--- src/rtl/sqrt_iter_ctrl.sv ---
// sqrt_iter_ctrl -- iterative integer square root sequencer.
//
// The root is produced one bit per cycle by a single restoring root step,
// walking the radicand two bits at a time from the MSB pair down.
// There is one transaction in flight at a time.
// Accept-to-result latency is WIDTH cycles.
//
// Parameters:
//   WIDTH      root width in bits (>= 2); the radicand is 2*WIDTH bits.
//
// Ports:
//   clk        clock, rising edge
//   rst_n      asynchronous reset, active low
//   in_valid   radicand valid
//   in_ready   controller can accept a radicand
//   radicand   unsigned operand, sampled on the input handshake only
//   out_valid  result valid
//   out_ready  consumer accepts the result
//   dout       floor(sqrt(radicand)), held until the next result
//   remainder  radicand - dout*dout, held until the next result
//   busy       high while the root steps are running
//
// Build option:
//   SQRT_ITER_CTRL_BYPASS_EN  When defined, a result handshake and a new
//   input handshake can happen on the same edge. The new radicand then goes
//   straight from DONE to CALC without passing through IDLE. This adds a
//   combinational out_ready -> in_ready path.

// One restoring root step. The step shifts the next radicand bit pair into
// the partial remainder. It then tries to subtract (root<<2)|1.
module sqrt_iter_step #(
  parameter int WIDTH = 4
) (
  input  logic [WIDTH+1:0] rem,
  input  logic [WIDTH-1:0] root,
  input  logic [1:0]       pair,
  output logic [WIDTH+1:0] rem_nxt,
  output logic [WIDTH-1:0] root_nxt
);
  // The compare is done at full width so that no intermediate value is lost.
  logic [WIDTH+3:0] r, t;
  logic [WIDTH+1:0] diff_lo;
  logic             ge;

  assign r = {rem, pair};
  assign t = {2'b00, root, 2'b01};
  assign ge = (r >= t);
  // When ge is set, the true difference is at most 2*root+... and fits in
  // WIDTH+2 bits, so a low-part subtraction is exact.
  assign diff_lo  = r[WIDTH+1:0] - t[WIDTH+1:0];
  assign rem_nxt  = ge ? diff_lo : r[WIDTH+1:0];
  assign root_nxt = {root[WIDTH-2:0], ge};
endmodule

module sqrt_iter_ctrl #(
  parameter int WIDTH = 4
) (
  input  logic               clk,
  input  logic               rst_n,
  input  logic               in_valid,
  output logic               in_ready,
  input  logic [2*WIDTH-1:0] radicand,
  output logic               out_valid,
  input  logic               out_ready,
  output logic [WIDTH-1:0]   dout,
  output logic [WIDTH:0]     remainder,
  output logic               busy
);
  localparam int CW = (WIDTH > 2) ? $clog2(WIDTH) : 1;

  typedef enum logic [1:0] {IDLE, CALC, DONE} state_t;

  state_t             state;
  logic [CW-1:0]      cnt;
  logic [2*WIDTH-1:0] operand;
  logic [WIDTH-1:0]   root;
  logic [WIDTH+1:0]   rem;
  logic               in_ready_q;
  logic               out_valid_q;

  logic [WIDTH+1:0]   rem_nxt;
  logic [WIDTH-1:0]   root_nxt;
  logic               accept;

  // The operand is shifted left by two bits each step, so the current bit
  // pair is always the top two bits. This avoids a counter-indexed mux.
  sqrt_iter_step #(.WIDTH(WIDTH)) u_step (
    .rem      (rem),
    .root     (root),
    .pair     (operand[2*WIDTH-1:2*WIDTH-2]),
    .rem_nxt  (rem_nxt),
    .root_nxt (root_nxt)
  );

`ifdef SQRT_ITER_CTRL_BYPASS_EN
  // out_valid_q is high only in DONE, so this gives in_ready = out_ready there.
  assign in_ready = in_ready_q | (out_valid_q & out_ready);
`else
  assign in_ready = in_ready_q;
`endif
  assign out_valid = out_valid_q;
  assign accept    = in_valid & in_ready;

  always_ff @(posedge clk or negedge rst_n) begin
    if (!rst_n) begin
      state       <= IDLE;
      cnt         <= '0;
      operand     <= '0;
      root        <= '0;
      rem         <= '0;
      dout        <= '0;
      remainder   <= '0;
      in_ready_q  <= 1'b1;
      out_valid_q <= 1'b0;
      busy        <= 1'b0;
    end else begin
      case (state)
        IDLE: ;
        CALC: begin
          operand <= {operand[2*WIDTH-3:0], 2'b00};
          root    <= root_nxt;
          rem     <= rem_nxt;
          if (cnt == '0) begin
            dout        <= root_nxt;
            remainder   <= rem_nxt[WIDTH:0];
            out_valid_q <= 1'b1;
            busy        <= 1'b0;
            state       <= DONE;
          end else begin
            cnt <= cnt - 1'b1;
          end
        end
        DONE: begin
          if (out_ready) begin
            out_valid_q <= 1'b0;
            in_ready_q  <= 1'b1;
            state       <= IDLE;
          end
        end
        default: begin
          state       <= IDLE;
          in_ready_q  <= 1'b1;
          out_valid_q <= 1'b0;
          busy        <= 1'b0;
        end
      endcase

      // A load overrides whatever the case statement above decided. It can
      // fire from IDLE, and from DONE when the bypass build is enabled.
      if (accept) begin
        operand    <= radicand;
        root       <= '0;
        rem        <= '0;
        cnt        <= CW'(WIDTH - 1);
        in_ready_q <= 1'b0;
        busy       <= 1'b1;
        state      <= CALC;
      end
    end
  end
endmodule

--- config.mk ---
export PLATFORM = sky130hd
export DESIGN_NAME = sqrt_iter_ctrl
export DESIGN_NICKNAME = d
export VERILOG_FILES = /design/src/rtl/sqrt_iter_ctrl.sv
export SDC_FILE = /design/constraint.sdc
export NUM_CORES = 1
export LEC_CHECK = 0
export BUFFER_PORTS_ARGS = -buffer_cell sky130_fd_sc_hd__clkbuf_2
export CAP_MARGIN = 20
export CORE_MARGIN = 4
export CORE_UTILIZATION = 35
export DETAILED_ROUTE_END_ITERATION = 10
export PLACE_DENSITY = 0.62
export SLEW_MARGIN = 20
export SYNTH_ARGS = -nofsm -noshare
export SYNTH_HDL_FRONTEND = slang
export SYNTH_SLANG_ARGS = --single-unit
--- constraint.sdc ---
create_clock -name clk -period 2 [get_ports clk]
set_input_delay 0.4 -clock clk [delete_from_list [all_inputs] [get_ports clk]]
set_output_delay 0.4 -clock clk [all_outputs]
set_load 0.1 [all_outputs]
==> impl_metrics.yaml <==
synth:
  synth_mux_area_frac: 0.04227
  synth_area_per_cell_um2: 9.590
  synth-simple-area-share: 0.1757
  synthesis.area_mm2: 0.001717
  synth_compound_area_frac: 0.1713
  yosys.area_share.xor_xnor: 0.02041
  synth_ff_type: "dfrtp_1"
  synthCells: 179
  syn_nets: 198
  synth_top_family_by_area: "simple AND/OR/NAND/NOR gates"
  yosysSeqAreaShare: 0.4964
  synth_edf_count: 0
  yosysUniqueCellTypes: 40
  synth_fa_ha_area_frac: 0.05102
  yosys_warnings: 0
  synth_async_sr_flop_share: 1.000
  ys_ff_latch: 34
route:
  first_pass_iters: 4
  drtIter0Drc: 98
  vias: 1477
  remaining_drc_errors: 0
  routed_via_density: 4.875
  drt_wl_total_um: 4119
  post_drt_wl_per_cell_um: 13.59
  ant_nets: 0
sta:
  setup_slack_ns: 0.006225
  skew_ns: 0.005880
  maxSlewHeadroom: 0.5108
  whs_ns: 0.1354
  fmax_ghz: 0.5016
  hold_violations: 0
  period_share: 0.9969
  setup_viol: 0
  tightest_slew_ns: 0.7282
  finalMaxSlewViolations: 0
  min_period_ns: 1.994
  rsz0062_at_grt: "yes"
status:
  run_status: "completed"
final_layout:
  final_cell_area_mm2: 0.002326
  final_nets: 254
  drive_gt1_frac: 0.3856
  area_growth_pct: 35.50
  n_antenna_cell: 0
  fillers: 446
floorplanning:
  ioPinCount: 24
  floorplan.initialDensity: 0.3634
  die_h_um: 78.04
  core.rowCount: 25
  die_area_mm2: 0.006089
  core-area_mm2: 0.004723
  die_w_um: 78.04
place:
  dp_slack_ns: -0.1918
  place_area_mm2: 0.002097
  place.gp.congestion: 0.7927
  hpwl_um: 2700
  portBuffers: 23
worst_setup_path:
  endpoint_kind: "flop"
  rrSetupSlack_ns: 0.006
  worst_r2r_startpoint: "operand[6]"
  cp_data_arrival_time_ns: 2.17
  worstPathMaxFanout: 5
  r2r_end: "remainder[1]"
  rr_worst_depth: 7
  critPathKind: "reg2reg"
  worst_setup_path_start_kind: "flop"
  required_ns: 2.18
clock_tree:
  cts_tree: "done"
  clkTransAtPathRegs_ns: 0.08
  clockBufferDepth: 2
  cts.sinks: 34
  cts_root_buffer: "clkbuf_8"
  cts_hold_buffers: 0
  worst_skew_pair.late_latency_ns: 0.29
  htreeDepth: 2
  cts_buffers: 5
grt:
  grt_max_degree: 35
  grt_usage: 0.1475
  antenna_found_initial: 0
  grt_pass1_wl_um: 6982
  grt_pass1_vias: 1480
  gr-total-overflow: 0
worst_hold_path:
  hold_class: "in2async"
flow_run:
  cap_violations: 0
## flip-flops by register name (all words and copies together) (netlist names)
register,cells
remainder,5
dout,4
operand,8
root,4
rem,6
state,2
in_ready,1
out_valid,1
cnt,2
busy,1
## stage by stage
stage | TNS (ns) | utilization | std cells
final | 0 | 0.4925 | 303
after global placement | -1.019 | 0.4440 | 290
after floorplan | 0 | - | 179
after detailed placement | -1.512 | 0.4440 | 290
after CTS | 0 | 0.4734 | 301
after global routing | -0.1969 | 0.4925 | 303
## critical path, stage by stage (launching register included)
cell and delay, ns:
dfrtp_1 0.42, ha_2 0.20, nand2b_4 0.14, a2111oi_4 0.38, buf_4 0.20, o21ai_4 0.10
mux2i_1 0.18, mux2_2 0.27
## cell usage in the layout, fill, tap and decap left out, types with 4 or more instances in the layout
master	instances
nor2_1	11
dfrtp_1	33
a31oi_1	6
ha_4	4
inv_1	5
xnor2_1	4
nand2_1	32
o21ai_1	4
buf_4	34
clkbuf_2	23
clkbuf_8	6
o21ai_0	15
a21oi_1	9
## per-layer routing
layer,track usage,share of wire,up-vias
met5,0,0,-
li1,-,-,744
met4,0.08392,0.029,0
met1,0.1808,0.45,682
met2,0.2380,0.47,39
met3,0.03440,0.051,12
## timing repair
action,CTS,global route
gates cloned,1,0
pin swaps,1,9
gates resized for setup,2,14
setup endpoints to repair,11,11
setup buffers,2,2
endpoints found under the hold margin,0,0
## area by class of cell
cell class	count	area, µm²	area share
multi-input combinational	129	894.6	0.3846
sequential	34	852.1	0.3663
timing repair buffer	57	370.4	0.1592
tap	67	83.83	0.03604
clock buffer	6	82.58	0.03550
inverter	8	30.03	0.01291
clock inverter	2	12.51	0.005379
## cell usage after synthesis (all sizes together), types with 4 or more instances
| cell type | instances | area (µm²) |
|---|---|---|
| mux2i | 5 | 50.05 |
| ha | 7 | 87.58 |
| inv | 8 | 30.03 |
| dfrtp | 33 | 825.8 |
| xnor2 | 4 | 35.03 |
| nor3 | 5 | 30.03 |
| a21oi | 9 | 45.04 |
| clkbuf | 6 | 22.52 |
| nor2 | 12 | 45.04 |
| nand2 | 32 | 120.1 |
| o21ai | 20 | 103.9 |
| a31oi | 6 | 37.54 |
## cells by family (layout without fill, tap and decap cells)
logic type / count (synthesis) / in the layout
compound gates: 47 / 48
xor+xnor: 4 / 4
fa+ha+maj: 7 / 7
buf+inv: 17 / 73
flops: 34 / 34
mux: 7 / 7
simple gates: 63 / 63
## how the worst max path moves through the flow
stage / from / endpoint / slack [ns] / cells after the start
after global placement: root[1] / remainder[1] / -0.16 / 7
after global routing: operand[6] / remainder[0] / -0.05 / 9
after CTS: root[1] / remainder[1] / 0.03 / 7
after detailed placement: root[1] / remainder[1] / -0.19 / 7
after floorplan: operand[6] / rem[1] / 0.06 / 6
final: operand[6] / remainder[1] / 0.006 / 7
Power is left out: the tool's default activity adds up to more than one toggle a clock period on the data nets, which glitch-free logic cannot reach.
